## config.mk

```make
export PLATFORM = sky130hd
export DESIGN_NAME = dac_stream_ctrl
export DESIGN_NICKNAME = d
export VERILOG_FILES = /design/src/rtl/dac_stream_ctrl.sv
export SDC_FILE = /design/constraint.sdc
export NUM_CORES = 1
export LEC_CHECK = 0
export BUFFER_PORTS_ARGS = -buffer_cell sky130_fd_sc_hd__clkbuf_2
export CELL_PAD_IN_SITES_DETAIL_PLACEMENT = 2
export CELL_PAD_IN_SITES_GLOBAL_PLACEMENT = 2
export CORE_UTILIZATION = 31
export CTS_BUF_LIST = sky130_fd_sc_hd__clkbuf_8
export CTS_CLUSTER_SIZE = 16
export DETAILED_ROUTE_END_ITERATION = 10
export HOLD_SLACK_MARGIN = 0.02
export MAX_ROUTING_LAYER = met4
export PLACE_DENSITY = 0.66
export SYNTH_ARGS = -nofsm -noshare
export SYNTH_HDL_FRONTEND = slang
export SYNTH_SLANG_ARGS = --single-unit
```

## constraint.sdc

```tcl
create_clock -name CLK -period 4 [get_ports CLK]
set_clock_uncertainty 0.15 [all_clocks]
set_input_delay 0.6 -clock CLK [delete_from_list [all_inputs] [get_ports CLK]]
set_output_delay 0.6 -clock CLK [all_outputs]
set_load 0.1 [all_outputs]
```

## src/rtl/dac_stream_ctrl.sv

```systemverilog
// dac_stream_ctrl: per-channel sample scheduler and anti-pop gain ramp in
// front of the sigma-delta DAC. Samples queue in a small FIFO, one leaves per
// sample tick, and a gain FSM fades the output to and from midscale.
//
// state        | meaning
// -------------+-----------------------------------------------------------
// ST_IDLE      | output parked at midscale, FIFO held empty, writes dropped
// ST_RAMP_UP   | gain rising one step per tick toward unity
// ST_RUN       | unity gain, samples pass through unchanged
// ST_RAMP_DOWN | gain falling one step per tick toward zero
module dac_stream_ctrl #(
  parameter int MSBI       = 7,
  parameter int DIV        = 64,
  parameter int DEPTH_LOG2 = 2,
  parameter int GBITS      = 4
) (
  input  logic                  CLK,
  input  logic                  RESET_N,
  input  logic                  ENABLE,
  input  logic [MSBI:0]         S_DATA,
  input  logic                  S_VALID,
  output logic                  S_READY,
  output logic [MSBI:0]         DAC_DATA,
  output logic                  TICK,
  output logic                  UNDERRUN,
  output logic [DEPTH_LOG2:0]   LEVEL
);

  localparam int W   = MSBI + 1;
  localparam int CW  = $clog2(DIV);
  localparam int PW  = MSBI + GBITS + 3;

  localparam logic [W-1:0]          MID_W     = W'(1 << MSBI);
  localparam logic signed [MSBI+1:0] MID_D    = (MSBI+2)'(1 << MSBI);
  localparam logic [DEPTH_LOG2:0]   DEPTH_L   = (DEPTH_LOG2+1)'(1 << DEPTH_LOG2);
  localparam logic [GBITS:0]        GAIN_UNITY = (GBITS+1)'(1 << GBITS);
  localparam logic [GBITS:0]        GAIN_ONE  = (GBITS+1)'(1);
  localparam logic [CW-1:0]         DIV_LAST  = CW'(DIV - 1);

  typedef enum logic [1:0] {
    ST_IDLE      = 2'd0,
    ST_RAMP_UP   = 2'd1,
    ST_RUN       = 2'd2,
    ST_RAMP_DOWN = 2'd3
  } state_t;

  state_t state, next_state;
  logic [GBITS:0] gain, next_gain;
  logic           flush;

  logic [CW-1:0]          div_cnt;
  logic                   tick;
  logic [W-1:0]           mem [1 << DEPTH_LOG2];
  logic [DEPTH_LOG2-1:0]  wr_ptr, rd_ptr;
  logic [DEPTH_LOG2:0]    level;
  logic [W-1:0]           held_smp;
  logic                   underrun_q;
  logic [W-1:0]           dac_q;
  logic                   active, s_ready_int, push, pop;

  logic signed [MSBI+1:0] d;
  logic signed [PW-1:0]   p;
  logic signed [PW-1:0]   p_sh;
  logic [W-1:0]           dac_next;
  logic                   unused_sign_bits;

  assign tick        = (div_cnt == DIV_LAST);
  assign active      = (state != ST_IDLE);
  assign s_ready_int = active ? (level < DEPTH_L) : 1'b1;
  assign push        = S_VALID & s_ready_int & active;
  assign pop         = tick & active & (level != '0);

  // Scaled output: signed offset from midscale times gain, floor-shifted back.
  // The shifted product always fits the DAC word, so only its low bits matter.
  always_comb begin
    d        = $signed({1'b0, held_smp}) - MID_D;
    p        = $signed({{(GBITS+1){d[MSBI+1]}}, d}) * $signed({{(MSBI+2){1'b0}}, gain});
    p_sh     = p >>> GBITS;
    dac_next = p_sh[W-1:0] + MID_W;
  end

  assign unused_sign_bits = ^p_sh[PW-1:W];

  // Gain ramp next-state; a reversal that lands on zero or unity goes straight
  // to IDLE or RUN so the gain never steps outside 0..unity.
  always_comb begin
    next_state = state;
    next_gain  = gain;
    flush      = 1'b0;
    if (tick) begin
      case (state)
        ST_IDLE: begin
          if (ENABLE) begin
            next_gain  = GAIN_ONE;
            next_state = ST_RAMP_UP;
          end else begin
            next_gain  = '0;
          end
        end
        ST_RAMP_UP: begin
          if (!ENABLE) begin
            next_gain = gain - 1'b1;
            if (next_gain == '0) begin
              next_state = ST_IDLE;
              flush      = 1'b1;
            end else begin
              next_state = ST_RAMP_DOWN;
            end
          end else begin
            next_gain = gain + 1'b1;
            if (next_gain == GAIN_UNITY) next_state = ST_RUN;
          end
        end
        ST_RUN: begin
          next_gain = GAIN_UNITY;
          if (!ENABLE) begin
            next_gain  = GAIN_UNITY - 1'b1;
            next_state = ST_RAMP_DOWN;
          end
        end
        ST_RAMP_DOWN: begin
          if (ENABLE) begin
            next_gain  = gain + 1'b1;
            next_state = (next_gain == GAIN_UNITY) ? ST_RUN : ST_RAMP_UP;
          end else begin
            next_gain = gain - 1'b1;
            if (next_gain == '0) begin
              next_state = ST_IDLE;
              flush      = 1'b1;
            end
          end
        end
        default: begin
          next_state = ST_IDLE;
          next_gain  = '0;
        end
      endcase
    end
  end

  // FSM state and gain register.
  always_ff @(posedge CLK) begin
    if (!RESET_N) begin
      state <= ST_IDLE;
      gain  <= '0;
    end else begin
      state <= next_state;
      gain  <= next_gain;
    end
  end

  // FIFO storage; no reset needed since occupancy gates every read.
  always_ff @(posedge CLK) begin
    if (push) mem[wr_ptr] <= S_DATA;
  end

  // Divider, FIFO pointers, held sample, underrun strobe and DAC register.
  always_ff @(posedge CLK) begin
    if (!RESET_N) begin
      div_cnt    <= '0;
      wr_ptr     <= '0;
      rd_ptr     <= '0;
      level      <= '0;
      held_smp   <= MID_W;
      underrun_q <= 1'b0;
      dac_q      <= MID_W;
    end else begin
      div_cnt    <= tick ? '0 : div_cnt + 1'b1;
      underrun_q <= tick & active & (level == '0);
      dac_q      <= dac_next;
      if (flush) begin
        wr_ptr   <= '0;
        rd_ptr   <= '0;
        level    <= '0;
        held_smp <= MID_W;
      end else begin
        if (push) wr_ptr <= wr_ptr + 1'b1;
        if (pop) begin
          rd_ptr   <= rd_ptr + 1'b1;
          held_smp <= mem[rd_ptr];
        end
        case ({push, pop})
          2'b10:   level <= level + 1'b1;
          2'b01:   level <= level - 1'b1;
          default: level <= level;
        endcase
      end
    end
  end

  assign S_READY  = s_ready_int;
  assign DAC_DATA = dac_q;
  assign TICK     = tick;
  assign UNDERRUN = underrun_q;
  assign LEVEL    = level;

endmodule

```

**After elaboration in Yosys (flattened, before gate mapping)**

Memories as Yosys holds them, arrays and structs flattened. A register that Yosys moved wholly into a read port is not among the register bits.
Cells that the tools add are included.

- Memories: 1
- Flip-flop bits (word level): 29
- Bits in writable memories: 32
- Output and inout bits: 14
- Input bits: 12
- Logic and storage cells: 68

- Add/subtract/negate cells: 9
- Equal/unequal tests: 11
- $mul: 1
- Muxes and demuxes: 21
- $lt $le $gt $ge: 1
- Reductions and logical operators: 10
- Bitwise operators: 6

Memory list:

| name | depth | bits a word | rd ports | clocked after Yosys merged registers in | wr ports | RTL line | RTL |
|---|---|---|---|---|---|---|---|
| mem | 4 | 8 | 1 | 1 | 1 | 53 | `logic [W-1:0] mem [1 << DEPTH_LOG2];` |

Operators by type and width:

| operator | number |
|---|---|
| 2-to-1 mux 2 bit | 8 |
| case mux 5 bit (3 select lines) | 1 |
| multiplier 9 x 6 -> 12 bit | 1 |
| 2-to-1 mux 5 bit | 2 |
| subtractor 8 x 8 -> 9 bit, second input constant | 1 |
| adder 8 bit, second input constant | 1 |
| 2-to-1 mux 1 bit | 8 |
| case mux 2 bit (4 select lines) | 1 |
| adder 6 x 1 -> 6 bit, second input constant | 1 |
| equality test 2 bit, second input constant | 3 |
| equality test 6 bit, second input constant | 1 |
| inequality test 3 bit, second input constant | 2 |
| case mux 3 bit (2 select lines) | 1 |
| OR reduction 2 bit | 3 |
| adder 5 x 1 -> 5 bit, second input constant | 1 |
| AND 1 bit | 5 |
| equality test 5 bit, second input constant | 1 |
| logical NOT 5 bit | 1 |
| AND reduction 5 bit | 1 |
| subtractor 5 x 1 -> 5 bit, second input constant | 1 |
| adder 2 x 1 -> 2 bit, second input constant | 2 |
| equality test 2 x 1 -> 1 bit, second input constant | 2 |
| inequality test 2 bit, second input constant | 2 |
| nonzero test 2 bit | 2 |
| 7 further kinds | 7 |

**Depth between registers and ports, before layout**

- Word-level depth: 7
- Mapped depth: 15
- Mapped depth without buffers: 13

**Worst setup path after synthesis**

Ideal clock, no wire load.

- Path type: reg2reg
- From: register gain[2]
- To: register dac_q[6] (netlist: DAC_DATA[6])
- Arrival: 3.635 ns
- Buffers on the path: 2
- Required time: 3.778 ns
- Slack: 0.144 ns
- Cell stages (with the launch flop): 15
- Cells stage by stage: dfxtp_1 buf_2 clkbuf_1 and2_1 fa_1 inv_1 fa_1 fa_1 inv_1 ha_1 a21oi_1 o21ai_0 and3_1 a311oi_1 mux2i_1

- Word-level cells in the longest chain between the ends: 2

Ends and longest elaborated chain:

| what | RTL line | RTL |
|---|---|---|
| from (decl) | 48 | `logic [GBITS:0] gain, next_gain;` |
| from (signal assigned) | 148 | `gain <= next_gain;` |
| multiplier 9 x 6 -> 12 bit | 77 | `p = $signed({{(GBITS+1){d[MSBI+1]}}, d}) * $signed({{(MSBI+2){1'b0}}, gain});` |
| adder 8 bit | 79 | `dac_next = p_sh[W-1:0] + MID_W;` |
| to (signal assigned) | 170 | `dac_q <= dac_next;` |
| to (decl) | 58 | `logic [W-1:0] dac_q;` |

Every way passes these cells.
A chain may end at the register's enable or synchronous reset.

**Worst setup path in the final report**

Ends and elaborated chain as after synthesis.

==> results.py <==
metrics = {
    "pwr": {
        "seqPwrFrac_pct": 54.1,
        "ir_worst_vdd_uv": 297,
        "pwr-share-comb_pct": 1.8,
        "p_sw_mw": 0.323,
        "switching_share_pct": 23.6,
        "power_density_nw_per_um2": 291,
        "clkPwrFrac_pct": 44.1,
        "p_int_mw": 1.04,
        "power_leakage_nw": 1.89,
    },
    "die": {
        "die_y_um": 118,
        "rows": 41,
        "coreArea_um2": 12800,
        "die_area_um2": 13900,
        "start_util_pct": 32.4,
        "ioPinCount": 26,
        "die_w_um": 118,
    },
    "grt": {
        "track_usage_pct": 15.4,
        "grt_pass1_wl_um": 16100,
        "overflow": 0,
        "grt_pass1_vias": 3151,
        "antenna_found_initial": 0,
        "grt_max_degree": 22,
    },
    "synthesis": {
        "async_flop_share_pct": 0,
        "synth_seq_cells": 69,
        "synth_ff_type": "dfxtp_1",
        "ys_top_cells_by_area": "edfxtp_1, dfxtp_1, fa_1",
        "ys_types": 47,
        "synth_top_area_cell": "edfxtp_1",
        "yosys_warnings": 0,
        "synth-edff-count": 32,
        "ys_seq_area_share_pct": 41.0,
        "yosysTopAreaCellShare_pct": 23.2,
        "avgSynthCellArea_um2": 10.8,
        "synth_fp_nets": 445,
        "ys_top_cells_by_count": "inv_1, and2_1, dfxtp_1, edfxtp_1, nor2_1",
        "syn_area_um2": 4150,
        "synthCells": 383,
        "synthMostInstantiatedCell": "inv_1",
    },
    "sta": {
        "fin_crit_ns": 3.78,
        "slew_viol_final": 0,
        "maxSlewHeadroom_pct": 56.2,
        "hold_violations": 0,
        "tightest_slew_ns": 0.656,
        "fin_crit_sh_pct": 94.4,
        "grt_setup_unrepaired": "false",
        "setup_tns_ns": 0,
        "max_freq_ghz": 0.265,
        "setup_viol": 0,
    },
    "layout": {
        "diodes": 0,
        "fin_util_pct": 36.7,
        "fill_cells": 1398,
        "layout.nets": 472,
        "drive_gt1_share_pct": 15.9,
        "area_growth_pct": 13.3,
    },
    "clock_network": {
        "cts-root-buf": "clkbuf_8",
        "cts.path.max_buffers": 2,
        "numCtsBuffers": 9,
        "clock-sinks": 69,
        "clock_latency_ns": 0.35,
        "htree_levels": 3,
        "cts_tree": "done",
        "cts_resized": 0,
        "clkTransAtPathRegs_ns": 0.09,
        "cts_hold_buf": 0,
        "cts_setup_buffers": 0,
    },
    "placement": {
        "gp_congestion": 0.753,
        "port_buffers": 25,
        "dp_hpwl_um": 7250,
    },
    "setup_path": {
        "arrival_ns": 3.91,
        "startpoint_type": "register",
        "crit_required_ns": 4.13,
        "critPathMaxFanout": 7,
        "path_class": "reg -> reg",
        "end_kind": "register",
    },
    "detailed_routing": {
        "dr.pass1.iters": 4,
        "postRouteAntennaNets": 0,
        "routedWlPerCell_um": 16.4,
        "drt-total-wl_um": 9600,
        "drc": 0,
        "vias": 2805,
        "via_per_inst": 4.78,
        "first_iter_violations": 84,
    },
    "min_path": {
        "hold_class": "reg -> reg",
    },
    "job": {
        "max_cap_violations": 0,
    },
    "outcome": {
        "status": "finished clean",
    },
}
## final timing paths
kind,slack [ns],depth (start not counted),endpoint,start
hold / removal,0.30,1,div_cnt[0],div_cnt[0]
hold reg to reg,0.30,1,div_cnt[0],div_cnt[0]
setup reg to reg,0.22,12,DAC_DATA[6],gain[2]
setup / recovery,0.22,12,DAC_DATA[6],gain[2]
## layout by cell type (no fill, tap or decap), types with 2 or more instances in the layout
master / instances
nor2_1: 28
nor4b_1: 3
a21oi_1: 15
nor2b_1: 3
clkbuf_2: 25
nand4_1: 4
a21boi_0: 2
o22ai_1: 3
clkbuf_8: 9
xor2_1: 11
mux2i_1: 10
inv_1: 41
inv_6: 3
xnor2_1: 10
buf_4: 8
fa_1: 23
dfxtp_1: 37
nand2_1: 17
and3_1: 10
edfxtp_1: 32
nor3_1: 2
nand2b_1: 4
nand3_1: 3
a211oi_1: 2
o21ai_0: 9
a21o_1: 2
o21a_1: 2
mux4_2: 8
or3b_2: 2
and2_1: 38
ha_1: 26
## critical path, stage by stage, from the launching register on
cell and delay [ns]:
dfxtp_1 0.37, and2_1 0.18, fa_1 0.53, inv_1 0.05, fa_1 0.47, fa_1 0.55, inv_1 0.05, ha_2 0.32
a21oi_1 0.15, o21ai_0 0.13, and3_1 0.24, a311oi_2 0.29, mux2i_1 0.22
## per-layer routing
| layer | track usage [%] | wire length [um] | vias up |
|---|---|---|---|
| li1 | - | - | 1346 |
| met1 | 17.5 | 4260 | 1418 |
| met2 | 26.4 | 4990 | 32 |
| met3 | 4.07 | 242 | 9 |
| met4 | 4.41 | 112 | 0 |
| met5 | - | 0 | - |
## cells by family (layout without fill, tap and decap cells)
kind of cell | Yosys count | after routing | synth area share [%]
AO/OA/AOI/OAI | 42 | 42 | 6.12
XOR/XNOR | 22 | 22 | 4.97
adder cells (fa/ha/maj) | 50 | 50 | 19.2
buffers and inverters | 59 | 91 | 5.64
flip-flops | 69 | 69 | 41.0
multiplexers | 18 | 18 | 6.75
AND/OR/NAND/NOR | 123 | 123 | 16.3
## registers in the layout (all words and copies together), names as in the netlist
signal	count
LEVEL	3
UNDERRUN	1
mem	32
wr_ptr	2
state	2
DAC_DATA	8
held_smp	8
div_cnt	6
rd_ptr	2
gain	5
## through the flow
step / hold slack, ns / worst slack [ns] / instances / power [mW] / instance area, um^2
floorplan: 0.263 / 0.144 / 383 / 0.768 / 4150
global placement: 0.282 / 0.247 / 571 / 0.781 / 4480
detailed placement: 0.289 / 0.161 / 571 / 0.782 / 4480
CTS: 0.282 / 0.116 / 587 / 1.39 / 4680
global route: 0.277 / 0.0229 / 587 / 1.42 / 4700
finish: 0.303 / 0.224 / 587 / 1.37 / 4700
## area by class of cell
class	instances	area (um^2)	area share (%)
timing repair buffer	33	185	3.94
sequential	69	1700	36.2
inverter	42	158	3.35
clock inverter	7	80.1	1.70
multi-input combinational	255	2240	47.6
tap	172	215	4.58
clock buffer	9	124	2.64
## power by group through the flow
| stage | Clock, mW | Combinational (mW) | Sequential [mW] |
|---|---|---|---|
| 2_1_floorplan | 0 | 0.0119 | 0.757 |
| 3_3_place_gp | 0 | 0.0239 | 0.757 |
| 3_5_place_dp | 0 | 0.0251 | 0.757 |
| 4_1_cts | 0.626 | 0.0253 | 0.740 |
| 5_1_grt | 0.651 | 0.0275 | 0.741 |
| 6_report | 0.603 | 0.0243 | 0.740 |
Power figures use the tool's default switching activity.
